[src/rtl/instr_fetch_unit.sv]
// Fetch stage: captures the PC, performs a handshaked instruction-memory read and
// latches the word into the IR. Optional memory timeout enabled by `define IFU_TIMEOUT_EN.
module instr_fetch_unit #(
  parameter int          ADDR_W  = 9,
  parameter int          TIMEOUT = 16,
  parameter logic [31:0] IR_INIT = 32'h0
) (
  input  logic              clk,
  input  logic              clr,
  input  logic              fetch_req,
  input  logic              flush,
  input  logic [31:0]       pc_in,
  input  logic              mem_ready,
  input  logic [31:0]       mem_data,
  output logic [ADDR_W-1:0] mem_addr,
  output logic              mem_rd,
  output logic [31:0]       ir_out,
  output logic              ir_valid,
  output logic              inc_pc,
  output logic              busy,
  output logic              fetch_err
);

  typedef enum logic [1:0] {S_IDLE, S_WAIT, S_DONE} state_t;

  state_t state, state_nxt;
  logic   discard;
  logic   timeout;
  logic   kill;

  // A flush arriving together with mem_ready still discards the returned word
  assign kill = discard | flush;

  logic unused_bits;
  assign unused_bits = ^pc_in[31:ADDR_W] ^ (TIMEOUT > 0);

`ifdef IFU_TIMEOUT_EN
  localparam int TW = $clog2(TIMEOUT + 1);
  logic [TW-1:0] timer;

  assign timeout = (state == S_WAIT) && !mem_ready && (timer == TW'(TIMEOUT - 1));

  always_ff @(posedge clk) begin
    if (!clr)
      timer <= '0;
    else if (state != S_WAIT)
      timer <= '0;
    else if (!mem_ready)
      timer <= timer + 1'b1;
  end
`else
  assign timeout   = 1'b0;
  assign fetch_err = 1'b0;
`endif

  always_ff @(posedge clk) begin
    if (!clr)
      state <= S_IDLE;
    else
      state <= state_nxt;
  end

  always_comb begin
    state_nxt = state;
    case (state)
      S_IDLE: if (fetch_req) state_nxt = S_WAIT;
      S_WAIT: begin
        if (mem_ready)
          state_nxt = kill ? S_IDLE : S_DONE;
        else if (timeout)
          state_nxt = S_IDLE;
      end
      S_DONE:  state_nxt = S_IDLE;
      default: state_nxt = S_IDLE;
    endcase
  end

  // Registered outputs; inc_pc defaults low so it can only ever be a single-cycle pulse
  always_ff @(posedge clk) begin
    if (!clr) begin
      mem_addr <= '0;
      mem_rd   <= 1'b0;
      ir_out   <= IR_INIT;
      ir_valid <= 1'b0;
      inc_pc   <= 1'b0;
      busy     <= 1'b0;
      discard  <= 1'b0;
`ifdef IFU_TIMEOUT_EN
      fetch_err <= 1'b0;
`endif
    end else begin
      inc_pc <= 1'b0;
      busy   <= (state_nxt != S_IDLE);
      case (state)
        S_IDLE: begin
          if (fetch_req) begin
            mem_addr <= pc_in[ADDR_W-1:0];
            mem_rd   <= 1'b1;
            ir_valid <= 1'b0;
            discard  <= flush;
`ifdef IFU_TIMEOUT_EN
            fetch_err <= 1'b0;
`endif
          end
        end
        S_WAIT: begin
          if (flush) discard <= 1'b1;
          if (mem_ready) begin
            mem_rd <= 1'b0;
            if (!kill) begin
              ir_out   <= mem_data;
              ir_valid <= 1'b1;
              inc_pc   <= 1'b1;
            end else begin
              discard <= 1'b0;
            end
          end else if (timeout) begin
            mem_rd  <= 1'b0;
            discard <= 1'b0;
`ifdef IFU_TIMEOUT_EN
            fetch_err <= 1'b1;
`endif
          end
        end
        default: ;
      endcase
    end
  end

endmodule

[config.mk]
export PLATFORM = sky130hd
export DESIGN_NAME = instr_fetch_unit
export DESIGN_NICKNAME = d
export VERILOG_FILES = /design/src/rtl/instr_fetch_unit.sv
export SDC_FILE = /design/constraint.sdc
export NUM_CORES = 1
export LEC_CHECK = 0
export ABC_AREA = 1
export BUFFER_PORTS_ARGS = -buffer_cell sky130_fd_sc_hd__buf_4
export CORE_MARGIN = 8
export CORE_UTILIZATION = 25
export CTS_CLUSTER_DIAMETER = 120
export DETAILED_ROUTE_END_ITERATION = 12
export PLACE_DENSITY_LB_ADDON = 0.1
export SYNTH_ARGS = -nofsm -noshare
export SYNTH_HDL_FRONTEND = slang
export SYNTH_SLANG_ARGS = --single-unit
[constraint.sdc]
create_clock -name clk -period 1.77 [get_ports clk]
set_input_delay 0 -clock clk [delete_from_list [all_inputs] [get_ports clk]]
set_output_delay 0 -clock clk [all_outputs]
set_load 0.03 [all_outputs]
==> results.toml <==
[power_and_ir_drop]
power.density_nw_per_um2 = 898.5
ir_drop_uv = 435.1
report.power.total_w = 0.002708
p_leak_nw = 1.369

[clocking]
cts_root_buffer = "clkbuf_8"
htreeDepth = 2
cts_tree = "yes"
cts_buffer_depth = 2
cts_buffers = 5
cts_resized = 0
clk-insertion-delay-late_ps = 290
cts.sinks = 48
clkTransAtPathRegs_ps = 90

[synth]
syn_nets = 287
synth.avg_cell_area_um2 = 7.903
seq_area_frac_synth_pct = 55.77
synthFlopType = "dfxtp_1"
yosys.area_share.simple_pct = 23.46
synth_xor_area_share_pct = 0
synth_fa_ha_area_share_pct = 0
synth_top_area_cell = "dfxtp_1"
synth.area.mux_share_pct = 0
syn_inst = 218
ys_types = 21
synth_top_family_by_area = "simple AND/OR/NAND/NOR gates"
ys_top_cells_by_count = "nor2_1 (85), dfxtp_1 (48), o21ai_0 (22)"
synth-async-reset-ratio_pct = 0
synth_compound_area_share_pct = 14.09
synth_most_common_cell = "nor2_1"
yosys_warnings = 0
ys_ff_latch = 48
synth-edff-count = 0
synth_area_leaders = "dfxtp_1 (56%), nor2_1 (19%), o21ai_0 (6.4%)"
synthesis.area_um2 = 1723
synth_top_area_share_pct = 55.77

[hold_path]
hp-class = "input port to flop"

[finish]
syn_to_final_growth_pct = 74.95
antenna_cells = 0
multiInputGateArea_um2 = 650.6
fillers = 709
final_cell_count_no_fill = 428
drive_above_1_share_pct = 30.46
seq_area_um2 = 960.9
nets = 416
final_area_um2 = 3014

[die]
die_area_um2 = 9804
chipHeight_um = 99.02
core_area_um2 = 6719
initial_core_util_pct = 25.64
io_pins = 115
fp.dieW_um = 99.02
row_count = 30

[setup_path]
crit_fanout = 32
critPathMostFrequentCell = "nor2_1"
critPathKind = "flop to flop"
crit_buf_inv = 1
path_cells = "nor2_4 > nand4_4 > clkinv_2 > nor2_1 > nor2_1"
crit_required_ps = 1960
slowest_delay_ps = 420
arrival_ps = 1520
crit_family = "simple AND/OR/NAND/NOR gates"
cp_slowest_cell = "dfxtp_1"
critPathLaunchType = "flop"
r2r_setup_slack_ps = 440
endpoint_kind = "flop"

[sta]
tns_ps = 0
finClkSkew_ps = 5.980
fin_ws_ps = 441.4
fin_crit_sh_pct = 75.06
final-hold-violation-count = 0
rsz0062_at_grt = "false"
fin_crit_ps = 1329
setup_viol = 0
max_clock_freq_mhz = 752.7
finalMaxSlewViolations = 0

[detailed_routing]
dr.pass1.iters = 4
viasPerCell = 4.215
drc = 0
drt_iter0_markers = 33
wl_per_cell_um = 12.48
drtAntennaViolNets = 0
vias = 1804
routed_wl_um = 5342

[placement]
dp_cells = 379
io_buffer_count = 90
finalWeightedCongestion = 0.7740
dp_slack_ps = 374.6
placed_cell_area_um2 = 2445
hpwlAfterDp_um = 3685

[job]
maxCapViolCount = 0

[global_route]
grt.overflow.total = 0
antenna_found_initial = 0
track_usage_pct = 11.42
first_global_vias = 1872
grt_start_max_net_pins = 44
grt_pass1_wl_um = 9080

[run_status]
status = "completed"
tightest hold or removal path, delay by kind of cell:
family	cells	cell delay (ps)
AND/OR/NAND/NOR	2	110
AO/OA/AOI/OAI	1	50
buffers and inverters	1	110
layer usage:
layer  up-vias  part of all wire [%]  global-route usage [%]
met5         -                     0                       0
met4         0                   1.2                   3.896
met3         4                   7.7                   3.946
met2        58                    47                   19.18
met1       799                    44                   13.13
li1        943                     -                       -
report_power, final:
part / leakage (nW) / total (W) / internal (W) / switching [W]
Clock: 0.0784 / 0.00107 / 0.000706 / 0.000362
Sequential: 0.392 / 0.00116 / 0.00113 / 0.0000256
Combinational: 0.899 / 0.000482 / 0.000234 / 0.000248
Total: 1.37 / 0.00271 / 0.00207 / 0.000636
kinds of logic after synthesis:
group           Yosys count
flops                    48
buf+inv                  21
compound gates           48
other cells               1
simple gates            100
cell type report:
cell class	count	area share (%)
clock buffers	5	2.283
clock inverters	3	2.989
inverters	9	1.162
multi-input cells	149	21.59
flip-flops and latches	48	31.88
well taps	80	3.321
repair buffers	134	36.78
flip-flops by register name, indices dropped and copies added (netlist names):
name and count:
ir_out 32, mem_addr 9, state 2, busy 1, discard 1, inc_pc 1
ir_valid 1, mem_rd 1
metrics by stage:
| step | util [%] | hold WS (ps) |
|---|---|---|
| global placement | 36.39 | 234.9 |
| floorplan | - | 135.7 |
| CTS | 44.86 | 3.527 |
| global route | 44.86 | 9.508 |
| detailed placement | 36.39 | 244.0 |
| finish | 44.86 | 15.20 |
path summary, 6_finish.rpt:
check                                  to  cells past startpoint  startpoint
worst min-delay path               mem_rd                      4   mem_ready
worst max-delay path            ir_out[8]                      5    state[1]
worst min register to register     mem_rd                      2      mem_rd
worst max register to register  ir_out[8]                      5    state[1]
what timing repair did:
action | 4_1_cts | 5_1_grt
hold endpoints to repair | 41 | 0
setup buffers | 0 | 0
hold buffers | 41 | 0
layout by cell type (no fill, tap or decap):
master / count
buf_4: 93
inv_1: 6
nor2_1: 85
dfxtp_1: 48
nor2_4: 1
a21oi_1: 5
clkinv_1: 1
nand4_4: 1
conb_1: 1
clkinv_2: 1
bufinv_16: 3
dlygate4sd3_1: 41
o21ai_0: 22
o21ai_1: 20
inv_2: 1
clkbuf_8: 5
or2_2: 1
o21a_1: 1
nand2_1: 11
nand3_1: 1
(Power assumes the default switching activity.)
